**src/rtl/pc_pkg.sv**
```systemverilog
// pc_pkg: shared encodings for the program-counter unit (next-PC opcodes,
// RV32I branch funct3 values, FSM states, default reset PC).
package pc_pkg;

  localparam logic [31:0] RESET_PC_DEFAULT = 32'h0000_0000;

  typedef enum logic [1:0] {
    NPC_SEQ    = 2'd0,
    NPC_BRANCH = 2'd1,
    NPC_JAL    = 2'd2,
    NPC_JALR   = 2'd3
  } npc_op_e;

  localparam logic [2:0] BR_BEQ  = 3'b000;
  localparam logic [2:0] BR_BNE  = 3'b001;
  localparam logic [2:0] BR_BLT  = 3'b100;
  localparam logic [2:0] BR_BGE  = 3'b101;
  localparam logic [2:0] BR_BLTU = 3'b110;
  localparam logic [2:0] BR_BGEU = 3'b111;

  typedef enum logic [1:0] {
    ST_BOOT  = 2'd0,
    ST_RUN   = 2'd1,
    ST_STALL = 2'd2,
    ST_HALT  = 2'd3
  } state_e;

endpackage

```
**src/rtl/br_cond.sv**
```systemverilog
// br_cond: decodes the RV32I branch funct3 against the ALU flags of rs1-rs2.
module br_cond
  import pc_pkg::*;
(
  input  logic [2:0] br_type,
  input  logic       zf,
  input  logic       sf,
  input  logic       cf,
  input  logic       of,
  output logic       cond
);

  // Branch condition select; reserved funct3 values never branch.
  always_comb begin
    cond = 1'b0;
    case (br_type)
      BR_BEQ:  cond = zf;
      BR_BNE:  cond = ~zf;
      BR_BLT:  cond = sf ^ of;
      BR_BGE:  cond = ~(sf ^ of);
      BR_BLTU: cond = cf;
      BR_BGEU: cond = ~cf;
      default: cond = 1'b0;
    endcase
  end

endmodule

```
**src/rtl/pc_unit.sv**
```systemverilog
// pc_unit: program counter register with BOOT/RUN/STALL/HALT control FSM.
// Optional branch statistics counters are built when PC_UNIT_BR_STAT_EN is defined.
module pc_unit
  import pc_pkg::*;
#(
  parameter logic [31:0] RESET_PC      = RESET_PC_DEFAULT,
  parameter bit          HALT_ON_ECALL = 1'b1
) (
  input  logic        clk,
  input  logic        rstn,
  input  logic        stall,
  input  logic [1:0]  npc_op,
  input  logic [2:0]  br_type,
  input  logic        zf,
  input  logic        sf,
  input  logic        cf,
  input  logic        of,
  input  logic [31:0] imm,
  input  logic [31:0] alu_c,
  input  logic        ecall,
  output logic [31:0] pc,
  output logic [31:0] pc_plus4,
  output logic        taken,
  output logic        halted
`ifdef PC_UNIT_BR_STAT_EN
  ,
  output logic [31:0] br_cnt,
  output logic [31:0] br_taken_cnt
`endif
);

  state_e      state, state_nx;
  npc_op_e     op;
  logic        cond;
  logic        redirect;
  logic        pc_load;
  logic [31:0] next_pc;

  assign op       = npc_op_e'(npc_op);
  assign pc_plus4 = pc + 32'd4;
  assign halted   = (state == ST_HALT);

  br_cond u_br_cond (
    .br_type (br_type),
    .zf      (zf),
    .sf      (sf),
    .cf      (cf),
    .of      (of),
    .cond    (cond)
  );

  // Target selection and redirect decode for the current instruction.
  always_comb begin
    redirect = 1'b0;
    next_pc  = pc_plus4;
    case (op)
      NPC_SEQ:    begin redirect = 1'b0; next_pc = pc_plus4; end
      NPC_BRANCH: begin redirect = cond; next_pc = cond ? (pc + imm) : pc_plus4; end
      NPC_JAL:    begin redirect = 1'b1; next_pc = pc + imm; end
      NPC_JALR:   begin redirect = 1'b1; next_pc = {alu_c[31:1], 1'b0}; end
      default:    begin redirect = 1'b0; next_pc = pc_plus4; end
    endcase
  end

  assign taken = (state == ST_RUN) ? redirect : 1'b0;

  // Next-state logic; leaving STALL only returns to RUN so the held
  // instruction is re-evaluated there (stall also masks a pending ecall).
  always_comb begin
    state_nx = state;
    pc_load  = 1'b0;
    case (state)
      ST_BOOT:  state_nx = ST_RUN;
      ST_RUN: begin
        if (stall)                       state_nx = ST_STALL;
        else if (HALT_ON_ECALL && ecall) state_nx = ST_HALT;
        else                             pc_load  = 1'b1;
      end
      ST_STALL: if (!stall) state_nx = ST_RUN;
      ST_HALT:  state_nx = ST_HALT;
      default:  state_nx = ST_BOOT;
    endcase
  end

  // State and PC registers.
  always_ff @(posedge clk or negedge rstn) begin
    if (!rstn) begin
      state <= ST_BOOT;
      pc    <= RESET_PC;
    end else begin
      state <= state_nx;
      if (pc_load) pc <= next_pc;
    end
  end

`ifdef PC_UNIT_BR_STAT_EN
  // Saturating counters of retired and taken branches.
  always_ff @(posedge clk or negedge rstn) begin
    if (!rstn) begin
      br_cnt       <= '0;
      br_taken_cnt <= '0;
    end else if (pc_load && op == NPC_BRANCH) begin
      if (br_cnt != '1) br_cnt <= br_cnt + 32'd1;
      if (cond && br_taken_cnt != '1) br_taken_cnt <= br_taken_cnt + 32'd1;
    end
  end
`endif

endmodule
```
**config.mk**
```make
export PLATFORM = sky130hd
export DESIGN_NAME = pc_unit
export DESIGN_NICKNAME = d
export VERILOG_FILES = /design/src/rtl/pc_pkg.sv /design/src/rtl/br_cond.sv /design/src/rtl/pc_unit.sv
export SDC_FILE = /design/constraint.sdc
export NUM_CORES = 1
export LEC_CHECK = 0
export CORE_UTILIZATION = 47
export DETAILED_ROUTE_END_ITERATION = 16
export PLACE_DENSITY = 0.83
export SLEW_MARGIN = 10
export SYNTH_ARGS = -nofsm -noshare
export SYNTH_HDL_FRONTEND = slang
export SYNTH_SLANG_ARGS = --single-unit
```
**constraint.sdc**
```tcl
create_clock -name clk -period 3.7 [get_ports clk]
set_input_delay 0.37 -clock clk [delete_from_list [all_inputs] [get_ports clk]]
set_output_delay 0.37 -clock clk [all_outputs]
set_load 0.02 [all_outputs]
```
Word-level counts from Yosys, hierarchy flattened:

Index checks and enable logic that the tools add are counted.

* bits in registers: 34
* input bits: 77
* output and inout bits: 66
* logic and storage cells: 38

* $add $sub $neg: 2
* equal/unequal tests: 13
* mux-type cells: 12
* bitwise operators: 4
* reduce and logical (&&, ||, !) cells: 5

Operators with widths (number)
* $pmux 32 s4: 1
* $add 32x3->32 const B: 1
* $add 32x32->32: 1
* $mux 32: 1
* $eq 3x3->1 const B: 4
* $eq 2x2->1 const B: 4
* $pmux 2 s4: 1
* $mux 2: 3
* $pmux 1 s6: 1
* $eq 2x1->1 const B: 2
* $logic_not 2->1: 2
* $mux 1: 4
* $eq 3x1->1 const B: 1
* $logic_not 3->1: 1
* $ne 3x3->1 const B: 1
* $not 1->1: 3
* $pmux 1 s3: 1
* $ne 2x2->1 const B: 1
* $reduce_and 2->1: 1
* $reduce_or 2->1: 1
* $xor 1x1->1: 1

Depth between registers and ports, before layout:

Gate-level depths: netlist of run 1.

* word-level depth: 5
* mapped depth: 11
* gate-level depth less buffers: 11

Cells and area by module:

From an unflattened synthesis of run 1, not the netlist that was laid out.

* cells, all modules: 556
* area, all modules: 4175.3 um2

Modules (own cells, without submodules)
* pc_unit: times used 1, cells an instance 546, area each 4102.7 um2, sequential area each 850.8 um2
* br_cond: times used 1, cells an instance 10, area each 72.6 um2, sequential area each 0.0 um2

Worst setup path before layout of run 1:

No wires, ideal clock.

* kind: register to register
* from: register pc[0]
* to: register pc[28]
* library setup time: 0.069 ns
* data arrival time: 2.681 ns
* required time: 3.631 ns
* setup slack: 0.951 ns
* cell stages (with the launch flop): 12
* buffers on the path: 0
* period minus slack after synthesis: 2.749 ns
* cell sequence: dfrtp_1 -> ha_1 -> fa_1 -> a21o_1 -> a21oi_1 -> o21a_1 -> o2111ai_1 -> nand2_1 -> o31a_1 -> o21ai_0 -> or4_1 -> nand3_1

* cells in the longest elaborated chain, start to end: 3
* elaborated cells between the ends (all ways): 4
* classes of those cells: add/sub (2); mux (2)

Ends and longest elaborated chain
* start: declaration: line pc_unit.sv:21 `output logic [31:0] pc,`
* start signal: assignment: line pc_unit.sv:92 `if (pc_load) pc <= next_pc;`
* $add 32x3->32 or $add 32x32->32 (tied branches): line pc_unit.sv:40, pc_unit.sv:58, pc_unit.sv:59
* $mux 32: line pc_unit.sv:58 `NPC_BRANCH: begin redirect = cond; next_pc = cond ? (pc + imm) : pc_plus4; end`
* $pmux 32 s4 (*): line pc_unit.sv:56 `case (op)`

Every way passes the cells marked *; elsewhere a longest branch is shown, timed or not.
A chain may end at the register's enable or synchronous reset.

Worst setup path after layout of run 1:

* from: register pc[5]
* to: output pc_plus4[31]

* cells in the longest elaborated chain, start to end: 1

Ends and longest elaborated chain
* $add 32x3->32: line pc_unit.sv:40 `assign pc_plus4 = pc + 32'd4;`
* end: declaration: line pc_unit.sv:22 `output logic [31:0] pc_plus4,`

Every way passes these cells.

==> results of run 1 <==
## logic make-up (layout without fill, tap and decap cells)
family,after synthesis,count (layout),synth area share
simple gates,179,179,0.220
mux,9,9,0.0252
xor+xnor,57,57,0.123
compound gates,173,173,0.285
flops,34,34,0.206
fa+ha+maj,33,33,0.102
buf+inv,38,174,0.0382
## what timing repair did
item,in CTS,in global routing
setup buffers,0,0
gates resized for setup,0,1
setup endpoints to repair,0,2
## per-layer routing
metal / track usage / vias to the layer above
li1: - / 2219
met1: 0.387 / 2185
met2: 0.500 / 218
met3: 0.0311 / 21
met4: 0.108 / 0
met5: 0 / -
## through the flow
stage                     instances  instance area [sq um]  setup WS, ps
after floorplan                 523                   4120           951
after global placement          756                   5640           425
after detailed placement        756                   5640           374
after CTS                       764                   5730           138
after global routing            764                   5730          17.4
final                           764                   5730           138
## critical path: cells and delay by family, from the launching register on
| family | cells | cell delay, ps |
|---|---|---|
| AND/OR/NAND/NOR | 6 | 1550 |
| XOR/XNOR | 1 | 180 |
| buffers and inverters | 1 | 620 |
| flip-flops | 1 | 540 |
## final cells by class
type	instances	area, sq um
fillers	683	2610
flip-flops and latches	34	851
inverters	15	56.3
multi-input cells	451	3120
well taps	105	131
clock buffers	7	86.3
repair buffers	151	1480
clock inverters	1	5.00
## power groups by stage
stage | clock network (mW) | registers, mW | logic [mW]
detailed placement | 0 | 0.742 | 2.53
CTS | 0.308 | 0.737 | 2.55
global placement | 0 | 0.732 | 2.49
finish | 0.308 | 0.743 | 2.57
global route | 0.320 | 0.768 | 2.78
floorplan | 0 | 0.837 | 1.50
## placed cells by master, fill, tap and decap left out, types with 8 or more instances in the layout
cell,instances
a21o_1,21
and3_1,9
o21bai_1,8
nor2_1,30
xnor2_1,39
a21oi_1,43
nand4_1,10
nand3_1,15
ha_1,32
buf_4,10
nor3_1,11
o21ai_0,39
xor2_1,17
clkdlybuf4s50_1,140
a221oi_1,8
inv_1,14
nand2_1,73
dfrtp_1,34
a222oi_1,9
## flip-flops by register name, summed over array words and instances (netlist names)
| signal | flops |
|---|---|
| pc | 32 |
| state | 2 |
## worst max-delay path by stage
stage | startpoint | to | slack (ps)
after floorplan | pc[0] | pc[28] | 950
after global placement | imm[0] | pc[28] | 420
after detailed placement | imm[0] | pc[28] | 370
after CTS | pc[2] | pc_plus4[24] | 140
after global routing | pc[5] | pc_plus4[31] | 20
final | pc[5] | pc_plus4[31] | 140
==> metrics.txt, run 1 <==
Tcrit/Tclk final 0.963; Initial Util 0.494; Die X ~96 um; Cell variety after synth 67; RSZ-0062 raised after global routing no; met3 WL post-DR ~900 um; type of origin of the critical path register; largest stage delay on the critical path approximately 620 ps; R2R Path End pc[31]; CTS Buffer Depth 2; Clock Tree Root clkbuf_8; Reg power frac 0.205; FF-to-FF path depth 10; met2 routed WL approximately 6400 um; DR vias between 4000 and 5000; reg2reg start pc[14]; Avg WL per Cell 17.6 um; FMAX 0.281 GHz; syn nets 633; CP arrival about 3200 ps; Syn-to-layout area delta 39.0%; Clock Latency Late Sink around 290 ps; core area 8340 sq um; critical-path cell list nand4_2 -> or3_4 -> nor2_8 -> and4_1 -> and2_4 -> nand3_2 -> xnor2_1 -> clkdlybuf4s50_1; Slew Limit Fails 0; Hold Slack between 150 and 200 ps; number of synthesized flops with an enable pin 0; H-tree levels 2; CTS tree built; switching share of power 0.491; clock slew at reported path FFs around 80 ps; Rel. slew slack 0.417; grt total ovfl 0; max layer used met4; Synth Warn # 0; Hold Crit Class in2async; utilization after layout 0.687; min Tclk post-route 3560 ps; gpl congestion between 0.9 and 1; DR pass1 iterations 6; DRT antenna net count 0; top cells by instance count after synthesis 73 x nand2_1, 43 x a21oi_1, 39 x o21ai_0, 39 x xnor2_1, 34 x dfrtp_1; Synth area leaders dfrtp_1 21%, ha_1 9.7%, xnor2_1 8.3%; Max Cap Viol 0; Clk pwr share 0.085; slowest cell on the critical path clkdlybuf4s50_1; CP Capture Type output port; hold_buf cts 0; Yosys reg bits 34; setup violators final 0; top_reg_cell synth dfrtp_1; die height roughly 96 um; Synth Instances ~520; # port buffers approximately 140; Die ar. slightly above 9000 sq um; ratio of cells with drive above 1 in the final layout 0.0561; GRT Overall Usage 0.295; Post-synth ARST share 1.00; peak supply drop 0.000325 V; First DRT Iteration DRCs approximately 320; share of the synthesized area in the top cell type 0.206; leading area contributor after synthesis dfrtp_1; routed vias/inst 6.08; most used standard cell by instance count after synthesis nand2_1; Reg2Reg Setup Slack slightly below 700 ps; largest net degree at the start of global routing 35; clock tree sinks 34; global-route wire length before repair about 21000 um; Tightest Pin Transition just under 900 ps; final hold violations 0; drt drc 0; Static Leak between 2 and 2.5 nW; Net Switching between 1.5 and 2 mW; # rows 33; WP data required ~3300 ps; P per Cell Area 631 nW/um^2; setup TNS 0 ps; initial antenna violation count 0; outcome finished, final reports clean; Crit Path Max Fanout 7; met1 wire length ~5800 um; Tot Pwr roughly 3.6 mW; area of the mapped netlist 4120 sq um; number of global-route vias before repair ~4500; Int Pwr between 1.5 and 2 mW; antenna diode count 0; Num CTS Buffers 5; critical setup path kind reg2out; syn_area_per_cell just under 8 sq um; sequential area share after synthesis 0.206; Post-Route WL between 10000 and 15000 um; half-perimeter wire length after placement between 10000 and 15000 um; logic gate share of total power 0.710; clk_skew 5.15 ps; fin nets about 770; IO Count between 100 and 150
Power figures use the tool's default switching activity.
==> run 2, diff against run 1 <==
--- a/config.mk
+++ b/config.mk
@@ -5,9 +5,11 @@
 export SDC_FILE = /design/constraint.sdc
 export NUM_CORES = 1
 export LEC_CHECK = 0
-export CORE_UTILIZATION = 47
+export CELL_PAD_IN_SITES_DETAIL_PLACEMENT = 0
+export CELL_PAD_IN_SITES_GLOBAL_PLACEMENT = 1
+export CORE_UTILIZATION = 33
 export DETAILED_ROUTE_END_ITERATION = 16
-export PLACE_DENSITY = 0.83
+export PLACE_DENSITY = 0.82
 export SLEW_MARGIN = 10
 export SYNTH_ARGS = -nofsm -noshare
 export SYNTH_HDL_FRONTEND = slang
==> run 2 against run 1 <==
  * Maximum frequency increased by 2.5%
  * Non-clock buffer count grew 3
  * Via count down 1.4%
  * Worst hold slack better by 13 ps
  * Global-route usage fell by 6.8 points
==> metrics.txt, run 2 (synthesis gave the netlist of run 1 again) <==
CTS tree built; # rows 40; largest net degree at the start of global routing 35; First DRT Iteration DRCs around 320; final hold violations 0; Syn-to-layout area delta 42.8%; switching share of power 0.479; Max Cap Viol 0; clock tree sinks 34; Static Leak 2.45 nW; max reg flops 32; clock slew at reported path FFs around 60 ps; ratio of cells with drive above 1 in the final layout 0.0589; commonest non-fill, non-tap cell in the layout clkdlybuf4s50_1; CP Capture Type output port; DRT antenna net count 0; clk_skew around 6.7 ps; setup TNS 0 ps; P per Cell Area 643 nW/um^2; min Tclk post-route approximately 3500 ps; Non-Filler Instances 830; Tot Pwr roughly 3.8 mW; half-perimeter wire length after placement approximately 11000 um; critical setup path kind reg2out; initial antenna violation count 0; Resized cells post-CTS 0; Reg2Reg Setup Slack about 660 ps; Num CTS Buffers 5; Most flops, register pc; Hold Crit Class in2async; DR vias between 4000 and 5000; commonest non-fill, non-tap cells in the layout 140 x clkdlybuf4s50_1, 73 x nand2_1, 43 x a21oi_1; logic gate share of total power 0.687; hold_buf cts 0; global-route wire length before repair 23600 um; GRT Overall Usage 0.228; Clock Tree Root clkbuf_16; utilization after layout 0.486; gpl congestion 0.878; core area 12100 sq um; Hold Slack slightly below 200 ps; post-placement cell count about 820; CP arrival around 3100 ps; RSZ-0062 raised after global routing no; CTS Buffer Depth 2; Place WS between 300 and 400 ps; grt total ovfl 0; H-tree levels 2; setup ws final roughly 220 ps; routed vias/inst between 5 and 6; fin nets just under 800; Die ar. ~13000 sq um; Rel. slew slack 0.385; Tightest Pin Transition ~900 ps; setup violators final 0; WP data required between 3000 and 4000 ps; die height approximately 110 um; Clk pwr share 0.117; peak supply drop around 0.00031 V; DR pass1 iterations 5; # port buffers 141; FMAX about 0.29 GHz; Largest regs pc: 32 flops, state: 2 flops; type of origin of the critical path register; Reg power frac 0.196; antenna diode count 0; Tcrit/Tclk final 0.939; Avg WL per Cell 17.4 um; Die X between 100 and 150 um; number of global-route vias before repair between 4000 and 5000; Final Cell Area 5890 sq um; Post-Route WL about 14000 um; Clock Latency Late Sink 280 ps; post-CTS setup buffer count 0; Placed Area ~5700 sq um; Slew Limit Fails 0; outcome finished, final reports clean; IO Count around 140; Initial Util 0.340; Int Pwr 1.97 mW; drt drc 0; Crit Path Max Fanout 7; Net Switching between 1.5 and 2 mW
-- run 2: final cells by class --
type | count | area (sq um)
clock buffers | 7 | 143
clock inverters | 1 | 5.00
fillers | 1239 | 6220
inverters | 15 | 56.3
multi-input cells | 451 | 3120
flip-flops and latches | 34 | 851
well taps | 168 | 210
repair buffers | 154 | 1500
-- run 2: worst max-delay path: stages (launching register included) --
cell	delay, ps
dfrtp_1	530
nand4_2	240
or3_4	470
nor2_8	150
and4_1	320
and2_4	210
nand3_2	120
xnor2_1	160
clkdlybuf4s50_1	620
-- run 2: path summary, 6_finish.rpt --
check,startpoint,endpoint,cells after the start
worst max-delay path,pc[5],pc_plus4[31],8
worst min-delay path,rstn,pc[26],1
worst max register to register,pc[14],pc[31],10
worst min register to register,pc[0],pc[0],2
max in group asynchronous,rstn,pc[21],1
min in group clk,pc[0],pc[0],2
-- run 2: power groups by stage --
stage	combinational [mW]	sequential, mW	clock, mW
finish	2.60	0.742	0.442
global route	2.85	0.768	0.464
CTS	2.60	0.738	0.454
detailed placement	2.58	0.743	0
global placement	2.56	0.739	0
floorplan	1.50	0.837	0
-- run 2: metal layers --
layer  vias to the layer above  track usage  part of all wire
li1                       2222            -                 -
met1                      2155        0.306              0.46
met2                       183        0.385              0.47
met3                        16       0.0287             0.060
met4                         0       0.0606             0.016
met5                         -            0                 0
==> RTL change 1, RTL diff (config.mk and constraints of run 1) <==
`HALT_ON_ECALL`: 1'b1 -> 1'b0.
--- a/src/rtl/pc_unit.sv
+++ b/src/rtl/pc_unit.sv
@@ -5,5 +5,5 @@
 #(
   parameter logic [31:0] RESET_PC      = RESET_PC_DEFAULT,
-  parameter bit          HALT_ON_ECALL = 1'b1
+  parameter bit          HALT_ON_ECALL = 1'b0
 ) (
   input  logic        clk,
Function: changed (Yosys sat finds a counterexample within 4 cycles, from zero or initial values and one cycle with rstn low).
==> RTL change 1 against run 1 <==
- sequential share of layout area increased by 0.39 points
- design area decreased by 2.4%
- fmax increased by 2.6%
- clock power about the same
- area after synthesis decreased by 3.5%
- critical path depth increased by 1
- power increased by 26%
- setup slack improved by 0.090 ns
- clock skew increased by 0.0018 ns
- synthesized cell count decreased by 2.9%
- routed wire length decreased by 2.0%
- sequential cell count unchanged
==> RTL change 1: results (changes against run 1) <==
----------------------------------------------------
[Worst hold path]
  Type of the tightest min-delay check ... input port to async pin

[Drt]
  Post-Route WL ... 13200 um (-2.0%)
  Count of routing violations after the opening detailed-route iteration ... 240 (-24%)
  Via count ... 4513 (-2.8%)
  Iteration count of the initial detailed-routing pass ... 5 (-1)

[CTS]
  H-tree depth ... 2 (unchanged)
  Clk pin slew, worst setup/hold paths ... 0.08 ns (about the same)

[Synth]
  Post-synth top flop ... dfrtp_1
  Post-Synthesis Cells ... 508 (-2.9%)
  List of most frequent post-synthesis cells ... nand2_1 (60), a21oi_1 (43), o21ai_0 (40)
  Part of the Yosys area used for sequential elements ... 21.4% (+0.75 points)
  Largest cells by area after synthesis ... dfrtp_1 (21%), ha_1 (10%), xnor2_1 (7.0%), nand2_1 (5.7%), a21oi_1 (5.4%)
  Syn nets ... 618 (-2.4%)

[Status]
  Status ... complete, no violations

[Place]
  DP Cell Count ... 743 (-1.7%)
  Weighted congestion reported at the end of routability-driven placement ... 0.964 (+6.5%)
  Quantity of I/O buffers inserted on ports ... 140 (-0.71%)
  Standard cell area after detailed placement ... 0.00549 mm^2 (-2.6%)
  Dpl hpwl ... 10000 um (-2.5%)

[STA]
  Worst-case clock skew ... 0.00692 ns (+0.00177 ns)
  Rel. slew slack ... 50.7% (+9.0 points)

[Setup path]
  Source of the worst register-to-register timing path ... pc[0]
  Highest fanout seen on the critical path ... 8 (+1)
  Crit path arrival time ... 3.10 ns (-0.09 ns)
  Source of the critical timing path ... pc[2]

[GRT]
  Vias in the first global route ... 4349 (-2.9%)
  Overall routing resource usage ... 29.9% (+0.38 points)
  First-pass GRT wire length ... 20700 um (-1.5%)

[Layout]
  Number of nets in the layout ... 755 (-1.7%)
  Number of filler cells placed in the layout ... 699 (+2.3%)
  Antenna cell count ... 0 (unchanged)
  Count of non-filler cells in the finished layout ... 751 (-1.7%)
  Fraction of layout instances using a drive strength above 1 ... 5.57% (-0.042 points)

[Pwr]
  Worst vdd ir ... 0.398 mV (+22%)
  LEAKAGE ... 2.29 nW (-5.1%)

----------------------------------------------------
-- RTL change 1: cell types whose count changed after synthesis, sizes merged, moves of 6 or more --
cell	change
a21o	-15
a222oi	-9
a22oi	+7
nand2	-13
nor2	+6
o21bai	-6
xnor2	-7
xor2	+7
-- RTL change 1: area by class of cell --
cell class	count	area, um^2	share of cell area [%]
flip-flops and latches	34	852	15.2
well taps	105	131	2.35
repair buffers	150	1480	26.4
clock inverters	1	5.00	0.0895
inverters	15	56.3	1.01
clock buffers	7	86.3	1.54
multi-input cells	439	2990	53.4
-- RTL change 1: metal layers --
layer	share of wire [%]	track usage [%]	routed length [um]	up-vias
met4	1.8	10.8	242	0
li1	-	-	-	2153
met1	44	37.1	5760	2151
met5	0	0	0	-
met3	6.0	2.83	783	21
met2	48	53.4	6370	188
-- RTL change 1: worst max-delay path, cell delays in order, from the launching register on --
cell and delay, ns:
dfrtp_2 0.45, ha_1 0.23, nand4_1 0.19, nor2_1 0.22, nand2_1 0.18, nor4_1 0.35
buf_4 0.19, and3_1 0.22, xor2_1 0.15, clkdlybuf4s50_1 0.62
-- RTL change 1: stage by stage --
step	total power, W	setup slack, ns	hold slack [ns]	utilization, %
4_1_cts	0.00453	0.166	0.520	68.0
6_report	0.00457	0.228	0.506	68.1
3_5_place_dp	0.00421	0.249	0.538	66.8
5_1_grt	0.00488	0.0697	0.552	68.1
3_3_place_gp	0.00414	0.343	0.530	66.8
2_1_floorplan	0.00299	1.01	0.0744	-
-- RTL change 1: cells by family (layout without fill, tap and decap cells) --
| group | after synthesis | in the layout | share of synthesized area [%] |
|---|---|---|---|
| buffers and inverters | 35 | 173 | 3.87 |
| DFF | 34 | 34 | 21.4 |
| adders and majority gates | 34 | 34 | 10.8 |
| and+or+nand+nor | 172 | 172 | 20.9 |
| xor gates and xnor gates | 58 | 58 | 13.3 |
| AOI/OAI and AO/OA | 169 | 169 | 28.1 |
| muxes | 6 | 6 | 1.57 |
-- RTL change 1: worst paths after layout --
| path | end | slack [ns] | depth (start not counted) |
|---|---|---|---|
| max in group asynchronous | pc[2] | 2.83 | 2 |
| min reg2reg | pc[0] | 0.55 | 2 |
| max | pc_plus4[28] | 0.23 | 9 |
| min in group clk | pc[0] | 0.55 | 2 |
| max reg2reg | pc[24] | 0.58 | 11 |
| min | pc[30] | 0.51 | 2 |
-- RTL change 1: power breakdown --
group          internal [W]  switching, W  total (W)
sequential         0.000545      0.000315   0.000860
combinational       0.00158       0.00182    0.00340
clock              0.000151      0.000157   0.000307
==> RTL change 2, RTL diff (flow settings as in run 1) <==
Made on the original files. Re-encode `state_e` (4 states) as Gray code, 2 bits wide.
--- a/src/rtl/pc_pkg.sv
+++ b/src/rtl/pc_pkg.sv
@@ -20,8 +20,8 @@
 
   typedef enum logic [1:0] {
-    ST_BOOT  = 2'd0,
-    ST_RUN   = 2'd1,
-    ST_STALL = 2'd2,
-    ST_HALT  = 2'd3
+    ST_BOOT  = 2'b00,
+    ST_RUN   = 2'b01,
+    ST_STALL = 2'b11,
+    ST_HALT  = 2'b10
   } state_e;
 
Behaviour: no difference found for any inputs over 4 cycles, from zero or initial values and one cycle with rstn low; so few cycles prove little.
==> RTL change 2 against run 1 <==
- non-clock buffer count grew 1
- critical path type unchanged
- synthesized cell count grew 7.5%
- area after synthesis rose by 6.6%
- via count up 7.8%
- worst hold slack improved by 0.36 ns
- critical path depth fell by 1
- sequential share of layout area shrank 0.65 points
- setup slack improved by 0.11 ns
- largest cell class unchanged
- sequential cell count stayed put
- global-route usage increased by 0.43 points
- design area up 4.6%
- power rose by 33%
- critical endpoint is now pc_plus4[26]
- routed wire length rose by 9.5%
==> RTL change 2: results (changes against run 1) <==
----------------------------------------------------
[STA]
  Rel. slew slack ... 46.9% (+5.2 points)
  Time the worst path needs with I/O delays and setup ... 3.45 ns (-0.114 ns)
  Worst hold slack ... 0.543 ns (+0.361 ns)

[Status]
  Status ... complete, no violations

[Synth]
  Top cell type's share of synthesized area ... 19.4% (-1.3 points)
  Post-Synthesis Cells ... 562 (+7.5%)
  Adder-cell area share of the yosys netlist ... 10.4% (+0.22 points)
  List of most frequent post-synthesis cells ... nand2_1 (66), a21oi_1 (47), xnor2_1 (41)
  Multiplexer share of the synthesized area ... 1.65% (-0.87 points)
  Part of the Yosys area used for sequential elements ... 19.4% (-1.3 points)
  Number of different library cells in the post-synthesis netlist ... 72 (+7.5%)
  Largest cells by area after synthesis ... dfrtp_1 (19%), ha_1 (10%), xnor2_1 (8.2%), nand2_1 (5.6%), a21oi_1 (5.4%)

[Setup path]
  Crit path largest cell delay ... 0.64 ns (+0.02 ns)
  Source of the critical timing path ... pc[2]
  Crit path arrival time ... 3.08 ns (-0.11 ns)
  Count of cells along the worst register-to-register path ... 9 (-1)
  Capturing instance or port of the critical path ... pc_plus4[26]
  Source of the worst register-to-register timing path ... pc[5]

[Layout]
  Number of nets in the layout ... 802 (+4.4%)
  Number of filler cells placed in the layout ... 754 (+10%)
  Fraction of layout instances using a drive strength above 1 ... 7.10% (+1.5 points)

[Drt]
  Post-Route WL ... 14700 um (+9.5%)
  Met1 wire length ... 6040 um (+3.4%)
  Wire length on met2 ... 6930 um (+7.6%)
  Iteration count of the initial detailed-routing pass ... 7 (+1)
  Via count ... 5005 (+7.8%)
  Count of routing violations after the opening detailed-route iteration ... 420 (+32%)

[Place]
  Pre-CTS worst setup slack ... 0.624 ns (+0.250 ns)
  Dpl hpwl ... 11500 um (+13%)
  Standard cell area after detailed placement ... 0.00589 mm^2 (+4.4%)
  DP Cell Count ... 790 (+4.5%)
  Weighted congestion reported at the end of routability-driven placement ... 0.947 (+4.7%)

[GRT]
  Global routing usage on met3 ... 4.61% (+1.5 points)
  Vias in the first global route ... 4723 (+5.4%)
  First-pass GRT wire length ... 23500 um (+12%)
  Most used routing layer in global routing ... met2
  Global routing met2 resource utilization ... 48.4% (-1.6 points)

[Pwr]
  Worst vdd ir ... 0.406 mV (+25%)
  PwrDens ... 802 mW/mm^2 (+27%)
  LEAKAGE ... 2.42 nW (+0.47%)

----------------------------------------------------
RTL change 2: changes by cell type in the layout (fill, tap and decap cells not counted), moves of 3 or more:
cell | before | now
a211oi_1 | 5 | 2
a21o_1 | 21 | 12
a21oi_1 | 43 | 47
a21oi_2 | 0 | 3
a2bb2oi_1 | 0 | 3
and4_4 | 0 | 4
ha_1 | 32 | 35
nand2_1 | 73 | 66
nand3_1 | 15 | 21
nor3b_1 | 4 | 1
o21a_1 | 2 | 5
o21ai_0 | 39 | 20
o21ai_1 | 1 | 32
o31a_1 | 3 | 0
RTL change 2: power by group:
part	leakage [nW]	internal, W	switching [W]	total (W)
Sequential	0.411	0.000537	0.000351	0.000888
Combinational	1.95	0.00160	0.00197	0.00357
Clock	0.0579	0.000198	0.000149	0.000348
RTL change 2: layout make-up:
class / instances / area share, %
clock inverter: 3 / 0.668
inverter: 16 / 1.00
multi-input combinational: 480 / 55.8
clock buffer: 5 / 1.15
sequential: 34 / 14.2
timing repair buffer: 152 / 24.9
tap: 108 / 2.25
